File: src/rtl/psram_req_arbiter_if.sv
// Client ports A/B and PSRAM controller port bundled for psram_req_arbiter.
// The slave modport belongs to the arbiter; master is the side that drives the clients and the controller.
interface psram_req_arbiter_if;
    logic        i_a_req;
    logic        i_a_write;
    logic [23:0] i_a_addr;
    logic        i_a_bank;
    logic [7:0]  i_a_wdata;
    logic        o_a_ack;
    logic [7:0]  o_a_rdata;

    logic        i_b_req;
    logic        i_b_write;
    logic [23:0] i_b_addr;
    logic        i_b_bank;
    logic [7:0]  i_b_wdata;
    logic        o_b_ack;
    logic [7:0]  o_b_rdata;

    logic        o_mc_cs;
    logic        o_mc_write;
    logic [23:0] o_mc_address;
    logic        o_mc_bank;
    logic [7:0]  o_mc_wdata;
    logic        i_mc_busy;
    logic        i_mc_dataReady;
    logic [7:0]  i_mc_dataRead;

    logic        o_timeout;

    modport slave (
        input  i_a_req, i_a_write, i_a_addr, i_a_bank, i_a_wdata,
        output o_a_ack, o_a_rdata,
        input  i_b_req, i_b_write, i_b_addr, i_b_bank, i_b_wdata,
        output o_b_ack, o_b_rdata,
        output o_mc_cs, o_mc_write, o_mc_address, o_mc_bank, o_mc_wdata,
        input  i_mc_busy, i_mc_dataReady, i_mc_dataRead,
        output o_timeout
    );

    modport master (
        output i_a_req, i_a_write, i_a_addr, i_a_bank, i_a_wdata,
        input  o_a_ack, o_a_rdata,
        output i_b_req, i_b_write, i_b_addr, i_b_bank, i_b_wdata,
        input  o_b_ack, o_b_rdata,
        input  o_mc_cs, o_mc_write, o_mc_address, o_mc_bank, o_mc_wdata,
        output i_mc_busy, i_mc_dataReady, i_mc_dataRead,
        input  o_timeout
    );
endinterface

File: src/rtl/psram_req_arbiter.sv
// Two-port (A = video, B = CPU) byte request arbiter/sequencer in front of the PSRAM controller.
// Latency: cs drops 1 cycle after an idle-controller request; ack pulses 1 cycle after controller completion.
// Backpressure: clients hold req until ack; nothing issues while the controller reports busy. PSRAM_ARB_ROUND_ROBIN_EN selects round-robin.
module psram_req_arbiter #(
    parameter int TIMEOUT_CYCLES = 64,
    parameter int TIMEOUT_W      = 7
) (
    input  logic               i_clkRAM,
    input  logic               reset,
    psram_req_arbiter_if.slave bus
);

    typedef enum logic [1:0] {IDLE, ISSUE, WAIT_DONE, RESPOND} state_t;

    localparam logic [TIMEOUT_W-1:0] TMO_LAST = TIMEOUT_W'(TIMEOUT_CYCLES - 1);

    state_t               state;
    logic                 win_b;
    logic [TIMEOUT_W-1:0] tmo_cnt;
    logic                 grant_b;
    logic                 any_req;
    logic                 fin_ok;
    logic                 fin_tmo;
    logic [7:0]           fin_data;

`ifdef PSRAM_ARB_ROUND_ROBIN_EN
    logic last_grant_b;
    // A contested request goes to the port that did not win the last contest.
    always_comb grant_b = bus.i_b_req && (!bus.i_a_req || !last_grant_b);
`else
    always_comb grant_b = bus.i_b_req && !bus.i_a_req;
`endif

    always_comb any_req = bus.i_a_req || bus.i_b_req;

    always_comb begin
        fin_ok   = 1'b0;
        fin_tmo  = 1'b0;
        fin_data = 8'hFF;
        case (state)
            ISSUE: fin_tmo = !bus.i_mc_busy && (tmo_cnt == TMO_LAST);
            WAIT_DONE: begin
                if (bus.o_mc_write ? !bus.i_mc_busy : bus.i_mc_dataReady) begin
                    fin_ok   = 1'b1;
                    fin_data = bus.i_mc_dataRead;
                end else begin
                    fin_tmo  = (tmo_cnt == TMO_LAST);
                end
            end
            default: ;
        endcase
    end

    always_ff @(posedge i_clkRAM or negedge reset) begin
        if (!reset) begin
            state            <= IDLE;
            win_b            <= 1'b0;
            tmo_cnt          <= '0;
            bus.o_mc_cs      <= 1'b1;
            bus.o_mc_write   <= 1'b0;
            bus.o_mc_address <= '0;
            bus.o_mc_bank    <= 1'b0;
            bus.o_mc_wdata   <= '0;
            bus.o_a_ack      <= 1'b0;
            bus.o_b_ack      <= 1'b0;
            bus.o_a_rdata    <= '0;
            bus.o_b_rdata    <= '0;
            bus.o_timeout    <= 1'b0;
`ifdef PSRAM_ARB_ROUND_ROBIN_EN
            last_grant_b     <= 1'b1;
`endif
        end else begin
            bus.o_a_ack <= 1'b0;
            bus.o_b_ack <= 1'b0;
            case (state)
                IDLE: begin
                    if (!bus.i_mc_busy && any_req) begin
                        win_b            <= grant_b;
                        bus.o_mc_write   <= grant_b ? bus.i_b_write : bus.i_a_write;
                        bus.o_mc_address <= grant_b ? bus.i_b_addr  : bus.i_a_addr;
                        bus.o_mc_bank    <= grant_b ? bus.i_b_bank  : bus.i_a_bank;
                        bus.o_mc_wdata   <= grant_b ? bus.i_b_wdata : bus.i_a_wdata;
                        bus.o_mc_cs      <= 1'b0;
                        tmo_cnt          <= '0;
                        state            <= ISSUE;
`ifdef PSRAM_ARB_ROUND_ROBIN_EN
                        if (bus.i_a_req && bus.i_b_req) last_grant_b <= grant_b;
`endif
                    end
                end
                ISSUE: begin
                    if (bus.i_mc_busy) begin
                        bus.o_mc_cs <= 1'b1;
                        tmo_cnt     <= '0;
                        state       <= WAIT_DONE;
                    end else if (!fin_tmo) begin
                        tmo_cnt <= tmo_cnt + TIMEOUT_W'(1);
                    end
                end
                WAIT_DONE: begin
                    if (!fin_ok && !fin_tmo) tmo_cnt <= tmo_cnt + TIMEOUT_W'(1);
                end
                default: state <= IDLE;
            endcase

            // Completion and timeout share one exit: ack is raised here so it is high throughout RESPOND.
            if (fin_ok || fin_tmo) begin
                bus.o_mc_cs <= 1'b1;
                state       <= RESPOND;
                if (fin_tmo) bus.o_timeout <= 1'b1;
                if (win_b) begin
                    bus.o_b_ack <= 1'b1;
                    if (!bus.o_mc_write) bus.o_b_rdata <= fin_data;
                end else begin
                    bus.o_a_ack <= 1'b1;
                    if (!bus.o_mc_write) bus.o_a_rdata <= fin_data;
                end
            end
        end
    end

endmodule

File: src/flat_wrapper.sv
// flat-port wrapper written by rule: the top's interface ports become plain ports
module psram_req_arbiter_flat 
#(
    parameter int TIMEOUT_CYCLES = 64,
    parameter int TIMEOUT_W      = 7
)
  (i_clkRAM, reset, bus_i_a_req, bus_i_a_write, bus_i_a_addr, bus_i_a_bank, bus_i_a_wdata, bus_o_a_ack, bus_o_a_rdata, bus_i_b_req, bus_i_b_write, bus_i_b_addr, bus_i_b_bank, bus_i_b_wdata, bus_o_b_ack, bus_o_b_rdata, bus_o_mc_cs, bus_o_mc_write, bus_o_mc_address, bus_o_mc_bank, bus_o_mc_wdata, bus_i_mc_busy, bus_i_mc_dataReady, bus_i_mc_dataRead, bus_o_timeout);
  psram_req_arbiter_if bus_i ();
  input  logic i_clkRAM;
  input  logic reset;
  input wire logic [$bits(bus_i.i_a_req)-1:0] bus_i_a_req;
  input wire logic [$bits(bus_i.i_a_write)-1:0] bus_i_a_write;
  input wire logic [$bits(bus_i.i_a_addr)-1:0] bus_i_a_addr;
  input wire logic [$bits(bus_i.i_a_bank)-1:0] bus_i_a_bank;
  input wire logic [$bits(bus_i.i_a_wdata)-1:0] bus_i_a_wdata;
  output wire logic [$bits(bus_i.o_a_ack)-1:0] bus_o_a_ack;
  output wire logic [$bits(bus_i.o_a_rdata)-1:0] bus_o_a_rdata;
  input wire logic [$bits(bus_i.i_b_req)-1:0] bus_i_b_req;
  input wire logic [$bits(bus_i.i_b_write)-1:0] bus_i_b_write;
  input wire logic [$bits(bus_i.i_b_addr)-1:0] bus_i_b_addr;
  input wire logic [$bits(bus_i.i_b_bank)-1:0] bus_i_b_bank;
  input wire logic [$bits(bus_i.i_b_wdata)-1:0] bus_i_b_wdata;
  output wire logic [$bits(bus_i.o_b_ack)-1:0] bus_o_b_ack;
  output wire logic [$bits(bus_i.o_b_rdata)-1:0] bus_o_b_rdata;
  output wire logic [$bits(bus_i.o_mc_cs)-1:0] bus_o_mc_cs;
  output wire logic [$bits(bus_i.o_mc_write)-1:0] bus_o_mc_write;
  output wire logic [$bits(bus_i.o_mc_address)-1:0] bus_o_mc_address;
  output wire logic [$bits(bus_i.o_mc_bank)-1:0] bus_o_mc_bank;
  output wire logic [$bits(bus_i.o_mc_wdata)-1:0] bus_o_mc_wdata;
  input wire logic [$bits(bus_i.i_mc_busy)-1:0] bus_i_mc_busy;
  input wire logic [$bits(bus_i.i_mc_dataReady)-1:0] bus_i_mc_dataReady;
  input wire logic [$bits(bus_i.i_mc_dataRead)-1:0] bus_i_mc_dataRead;
  output wire logic [$bits(bus_i.o_timeout)-1:0] bus_o_timeout;
  assign bus_i.i_a_req = bus_i_a_req;
  assign bus_i.i_a_write = bus_i_a_write;
  assign bus_i.i_a_addr = bus_i_a_addr;
  assign bus_i.i_a_bank = bus_i_a_bank;
  assign bus_i.i_a_wdata = bus_i_a_wdata;
  assign bus_o_a_ack = bus_i.o_a_ack;
  assign bus_o_a_rdata = bus_i.o_a_rdata;
  assign bus_i.i_b_req = bus_i_b_req;
  assign bus_i.i_b_write = bus_i_b_write;
  assign bus_i.i_b_addr = bus_i_b_addr;
  assign bus_i.i_b_bank = bus_i_b_bank;
  assign bus_i.i_b_wdata = bus_i_b_wdata;
  assign bus_o_b_ack = bus_i.o_b_ack;
  assign bus_o_b_rdata = bus_i.o_b_rdata;
  assign bus_o_mc_cs = bus_i.o_mc_cs;
  assign bus_o_mc_write = bus_i.o_mc_write;
  assign bus_o_mc_address = bus_i.o_mc_address;
  assign bus_o_mc_bank = bus_i.o_mc_bank;
  assign bus_o_mc_wdata = bus_i.o_mc_wdata;
  assign bus_i.i_mc_busy = bus_i_mc_busy;
  assign bus_i.i_mc_dataReady = bus_i_mc_dataReady;
  assign bus_i.i_mc_dataRead = bus_i_mc_dataRead;
  assign bus_o_timeout = bus_i.o_timeout;
  psram_req_arbiter #(.TIMEOUT_CYCLES(TIMEOUT_CYCLES), .TIMEOUT_W(TIMEOUT_W)) u_core (.i_clkRAM(i_clkRAM), .reset(reset), .bus(bus_i));
endmodule
File: config.mk
export PLATFORM = sky130hd
export DESIGN_NAME = psram_req_arbiter_flat
export DESIGN_NICKNAME = d
export VERILOG_FILES = /design/src/rtl/psram_req_arbiter_if.sv /design/src/rtl/psram_req_arbiter.sv /design/src/flat_wrapper.sv
export SDC_FILE = /design/constraint.sdc
export NUM_CORES = 1
export LEC_CHECK = 0
export ABC_AREA = 1
export BUFFER_PORTS_ARGS = -buffer_cell sky130_fd_sc_hd__buf_2
export CAP_MARGIN = 40
export CORE_MARGIN = 10
export CORE_UTILIZATION = 28
export CTS_CLUSTER_SIZE = 40
export DETAILED_ROUTE_END_ITERATION = 10
export GPL_ROUTABILITY_DRIVEN = 0
export PLACE_DENSITY = 0.5
export SLEW_MARGIN = 10
export SYNTH_ARGS = -nofsm -noshare
export SYNTH_HDL_FRONTEND = slang
export SYNTH_SLANG_ARGS = --single-unit
File: constraint.sdc
create_clock -name i_clkRAM -period 3.7 [get_ports i_clkRAM]
set_clock_uncertainty 0.05 [all_clocks]
set_input_delay 0.37 -clock i_clkRAM [delete_from_list [all_inputs] [get_ports i_clkRAM]]
set_output_delay 0.37 -clock i_clkRAM [all_outputs]
set_load 0.02 [all_outputs]
# Yosys cells after proc, flatten, opt, wreduce, memory -nomap -nowiden
# Cells that the tools add are included.
dict set report word_totals {
  inputBits 82
  ff_bits 64
  word_cells 73
  out_inout_bits 54
}
dict set report op_classes {
  n_bitwise 2
  n_reduce_logical 20
  eq_ne 9
  add_sub_neg 1
  mux 28
}
# operator count
set op_table {}
lappend op_table {{$mux 7} 4}
lappend op_table {{$mux 24} 1}
lappend op_table {{$mux 8} 3}
lappend op_table {{$pmux 7 s3} 1}
lappend op_table {{$mux 1} 13}
lappend op_table {{$reduce_and 3->1} 4}
lappend op_table {{$add 7x1->7 const B} 1}
lappend op_table {{$eq 7x6->1 const B} 1}
lappend op_table {{$mux 2} 3}
lappend op_table {{$ne 2x1->1 const B} 3}
lappend op_table {{$pmux 2 s3} 1}
lappend op_table {{$reduce_bool 3->1} 2}
lappend op_table {{$logic_and 1x1->1} 4}
lappend op_table {{$logic_not 1->1} 4}
lappend op_table {{$pmux 1 s2} 2}
lappend op_table {{$reduce_and 2->1} 2}
lappend op_table {{$reduce_and 4->1} 1}
lappend op_table {{$ne 3x1->1 const B} 1}
lappend op_table {{$ne 3x2->1 const B} 1}
lappend op_table {{$ne 3x3->1 const B} 1}
lappend op_table {{$eq 2x1->1 const B} 1}
lappend op_table {{$eq 2x2->1 const B} 1}
lappend op_table {{$logic_not 2->1} 1}
lappend op_table {{$logic_or 1x1->1} 2}
lappend op_table {{$not 1->1} 2}

# Logic depth before layout (Yosys ltp)
dict set report depth {
  depth_word 8
  ltp_mapped 11
  ltp_nobuf 11
}

# Least setup slack after synthesis
# No wires, ideal clock.
dict set report synth_timing {
  path_type {register to register}
  from {register u_core.state[1]}
  to {register u_core.bus.o_b_rdata[5]}
  path_slack_ns 1.912
  period_less_slack_ns 1.788
  setup_time_ns 0.121
  arrival_ns 1.617
  path_buffers 1
  path_stages_with_launch 11
  required_time_ns 3.529
  cell_sequence {dfrtp_1 -> inv_1 -> ha_1 -> nand2_1 -> a21oi_4 -> nand3_2 -> nand2_4 -> nand3_4 -> buf_6 -> nand2_1 -> o21ai_2}
}
dict set report synth_via {
  elab_chain_len 4
  word_cells_on_any_way 7
  classes_between {eq/ne: 2; mux: 3; reduce/logical: 2}
}
# element line
set synth_lines {}
lappend synth_lines {{from (decl)} psram_req_arbiter.sv:17} ;# state_t state;
lappend synth_lines {{from (signal assigned)} psram_req_arbiter.sv:56} ;# state <= IDLE;
lappend synth_lines {{from (signal assigned)} psram_req_arbiter.sv:85} ;# state <= ISSUE;
lappend synth_lines {{from (signal assigned)} psram_req_arbiter.sv:95} ;# state <= WAIT_DONE;
lappend synth_lines {{$eq 2x2->1 / $eq 2x1->1 (equally long branches)} psram_req_arbiter.sv:40} ;# case (state)
lappend synth_lines {{$pmux 1 s2 / $mux 1 (equally long branches)} psram_req_arbiter.sv:40}
lappend synth_lines {{$logic_or 1x1->1} psram_req_arbiter.sv:107} ;# if (fin_ok || fin_tmo) begin
lappend synth_lines {{$reduce_and 3->1 (no source line)} n/a}
lappend synth_lines {{to (signal assigned)} psram_req_arbiter.sv:113} ;# if (!bus.o_mc_write) bus.o_b_rdata <= fin_data;
lappend synth_lines {{to (decl)} psram_req_arbiter_if.sv:35} ;# output o_b_ack, o_b_rdata,
# Parallel ways exist; a longest one is shown, timed or not.
# A chain may end at the register's enable or synchronous reset.

# Worst setup path after layout
dict set report layout_timing {
  from {register u_core.state[1]}
  to {register u_core.tmo_cnt[2]}
}
dict set report layout_via {
  elab_chain_len 6
  word_cells_on_any_way 14
  classes_between {eq/ne: 5; mux: 3; reduce/logical: 6}
}
# element line
set layout_lines {}
lappend layout_lines {{$eq 2x2->1 / $eq 2x1->1 (equally long branches)} {psram_req_arbiter.sv:40, psram_req_arbiter.sv:75}}
lappend layout_lines {{$pmux 1 s2 / $mux 1 (equally long branches)} psram_req_arbiter.sv:40}
lappend layout_lines {{$logic_not 1->1, on equally long branches} n/a}
lappend layout_lines {{$logic_and 1x1->1} psram_req_arbiter.sv:101} ;# if (!fin_ok && !fin_tmo) tmo_cnt <= tmo_cnt + TIMEOUT_W'(1);
lappend layout_lines {{$ne 2x1->1 (no source line)} n/a}
lappend layout_lines {{$reduce_and 4->1 (no source line)} n/a}
lappend layout_lines {{to (signal assigned)} psram_req_arbiter.sv:97} ;# tmo_cnt <= tmo_cnt + TIMEOUT_W'(1);
lappend layout_lines {{to (signal assigned)} psram_req_arbiter.sv:101}
lappend layout_lines {{to (decl)} psram_req_arbiter.sv:19} ;# logic [TIMEOUT_W-1:0] tmo_cnt;
# Parallel ways exist; a longest one is shown, timed or not.

==> flow_metrics.py <==
metrics = {
    "cells_and_area": {
        "drive_gt1_share_pct": 37.40,
        "area_growth_pct": 34.86,
        "nets": 584,
        "n_antenna_cell": 0,
    },
    "clocking": {
        "cts_resized": 0,
        "cts_setup_buffers": 0,
        "numCtsBuffers": 9,
        "clock_sinks": 64,
        "htreeDepth": 3,
        "cts_root_buf": "clkbuf_16",
        "ctsHoldBuffers": 1,
        "clkLatencyLatePin_ns": 0.33,
        "clkTransAtPathRegs_ns": 0.05,
        "cts_tree": "yes",
        "cts_max_path_buffers": 2,
    },
    "yosys": {
        "syn_inst": 361,
        "synthesis.area_mm2": 0.003173,
        "synthMostInstantiatedCell": "nor2_1",
        "synth_edf_count": 0,
        "synth_top_cell_by_area": "dfrtp_1",
        "ys_top_cells_by_count": "77 x nor2_1, 63 x dfrtp_1, 49 x nand2_1, 37 x o21ai_0, 34 x o21a_1",
        "ys_seq_area_share_pct": 50.51,
        "async_flop_share_pct": 100.0,
        "ys_ff_latch": 64,
        "synthTopCellsByArea": "dfrtp_1 50%, nor2_1 9.1%, o21a_1 8.0%",
        "synth.top_cell.area_share_pct": 49.68,
        "ys.flop_type": "dfrtp_1",
        "syn_area_per_cell_um2": 8.790,
        "ys_types": 28,
        "synth_nets": 449,
        "yosysWarnings": 0,
    },
    "min_path": {
        "hold_path.class": "in -> reg",
        "min-delay-start": "bus_i_b_write",
    },
    "sta": {
        "rsz0062_at_grt": "false",
        "fin_crit_ns": 2.096,
        "maxSlewViolCount": 0,
        "timing.fmax_mhz": 477.0,
        "max_slew_margin_pct": 60.50,
        "hold_violations": 0,
        "fin_tns_setup_ns": 0,
        "holdWs_ns": 0.2669,
        "finalSetupViolations": 0,
        "period_share_pct": 56.66,
        "worst_pin_slew_ns": 0.5925,
    },
    "global_routing": {
        "grt_max_degree": 71,
        "overflow": 0,
        "grtUsageTotal_pct": 12.22,
        "grt_pass1_wl_mm": 16.17,
        "grt_pass1_vias": 3197,
        "antenna_found_initial": 0,
    },
    "setup_path": {
        "rrSetupSlack_ns": 1.60,
        "reg2reg_depth": 10,
        "critPathRequiredTime_ns": 3.90,
        "cp-start-kind": "flop",
        "worst-setup-path-type": "reg -> reg",
        "crit_fanout": 11,
        "r2r_end": "u_core.tmo_cnt[2]",
        "r2r-start": "u_core.state[1]",
        "end_kind": "flop",
        "arrival_ns": 2.30,
        "crit_end": "u_core.tmo_cnt[2]",
        "startpoint": "u_core.state[1]",
    },
    "power_and_ir_drop": {
        "p_leak_uw": 0.002087,
        "p_per_area_mw_per_mm2": 811.2,
        "ir_worst_vdd_v": 0.0002890,
    },
    "die": {
        "die_w_um": 126.5,
        "coreArea_mm2": 0.01098,
        "die-area_mm2": 0.01599,
        "die_h_um": 126.5,
        "rows": 38,
        "io_pins": 136,
        "start_util_pct": 28.89,
    },
    "routing": {
        "viasPerCell": 4.509,
        "dr.pass1.iters": 4,
        "num_vias": 2886,
        "drtIter0Drc": 123,
        "drc_errors": 0,
        "drt-total-wl_mm": 9.595,
        "postRouteAntennaNets": 0,
        "wire_per_inst_um": 14.99,
    },
    "run_status": {
        "status": "finished clean",
    },
    "placement": {
        "dpl.hpwl_mm": 7.290,
        "io_buffers": 135,
    },
    "job": {
        "drv_cap": 0,
    },
}
[layout by cell type, fill, tap and decap left out, types with 2 or more instances in the layout]
master / instances
o21ai_0: 37
nand2_1: 49
buf_4: 5
nand2_2: 3
nand3_1: 14
ha_1: 6
clkinv_2: 2
o21ai_1: 4
buf_2: 135
inv_1: 19
nor2_1: 76
o21ai_2: 17
nand4_1: 2
clkbuf_16: 9
nor2_2: 2
o21a_1: 34
inv_2: 2
xor2_1: 3
or2_2: 2
nand3_4: 2
dfrtp_1: 63
[how the worst min path moves through the flow]
stage	to	slack, ns	depth (start not counted)
2_1_floorplan	u_core.bus.o_a_ack	0.02	0
3_3_place_gp	u_core.bus.o_mc_address[0]	0.20	1
3_5_place_dp	u_core.bus.o_mc_address[2]	0.20	1
4_1_cts	u_core.bus.o_mc_write	0.26	3
5_1_grt	u_core.bus.o_b_rdata[2]	0.29	3
6_report	u_core.bus.o_mc_write	0.27	3
[through the flow]
| step | cell area, um2 | util (%) | instances | power, uW | worst slack, ns |
|---|---|---|---|---|---|
| 6_report | 4279 | 38.96 | 640 | 3471 | 1.604 |
| 5_1_grt | 4279 | 38.96 | 640 | 3739 | 1.379 |
| 4_1_cts | 4279 | 38.96 | 640 | 3536 | 1.562 |
| 3_5_place_dp | 3983 | 36.26 | 624 | 2681 | 1.579 |
| 3_3_place_gp | 3983 | 36.26 | 624 | 2659 | 1.616 |
| 2_1_floorplan | 3173 | - | 361 | 2158 | 1.912 |
[state kept, by name (all words and copies together) (netlist names)]
signal	cells
u_core.bus.o_mc_write	1
u_core.bus.o_a_rdata	8
u_core.win_b	1
u_core.bus.o_mc_address	24
u_core.bus.o_mc_wdata	8
u_core.bus.o_a_ack	1
u_core.bus.o_timeout	1
u_core.bus.o_mc_bank	1
u_core.bus.o_mc_cs	1
u_core.bus.o_b_rdata	8
u_core.bus.o_b_ack	1
u_core.state	2
u_core.tmo_cnt	7
[report_power, final]
part           leakage, uW  switching (uW)  total, uW  internal (uW)
clock             0.000143             314        833            519
combinational      0.00120             947       1470            524
sequential        0.000748             167       1170            999
total              0.00209            1430       3470           2040
[layout make-up]
cell class                      instances  area [um2]
Clock buffer                           10       229.0
Clock inverter                          5       57.56
Fill cell                            1162        6704
Inverter                               22       82.58
Multi-Input combinational cell        258        1409
Sequential cell                        64        1603
Tap cell                              140       175.2
Timing Repair Buffer                  141       723.2
[logic make-up (layout without fill, tap and decap cells)]
logic type / Yosys count / after routing / share of synthesized area (%)
compound gates: 94 / 94 / 19.95
xor+xnor: 3 / 3 / 0.8282
fa+ha+maj: 6 / 6 / 2.366
buf+inv: 39 / 178 / 5.323
flops: 64 / 64 / 50.51
simple gates: 155 / 155 / 21.02
[worst max-delay path: stages (launching register included)]
cell and delay, ns:
dfrtp_1 0.42, inv_1 0.12, ha_1 0.20, nand2_1 0.15, a21oi_4 0.27, nand3_2 0.18
nand2_4 0.14, nand2_2 0.09, nand2_2 0.23, nand2_1 0.10, o21ai_2 0.06
[layer usage]
| layer | share of wire (%) | vias to the layer above | global-route usage [%] |
|---|---|---|---|
| li1 | - | 1451 | - |
| met2 | 43 | 101 | 17.95 |
| met1 | 44 | 1330 | 14.64 |
| met4 | 0.53 | 0 | 3.416 |
| met3 | 12 | 4 | 7.414 |
| met5 | 0 | - | 0 |
No activity file was read; power rests on OpenSTA's default activity.
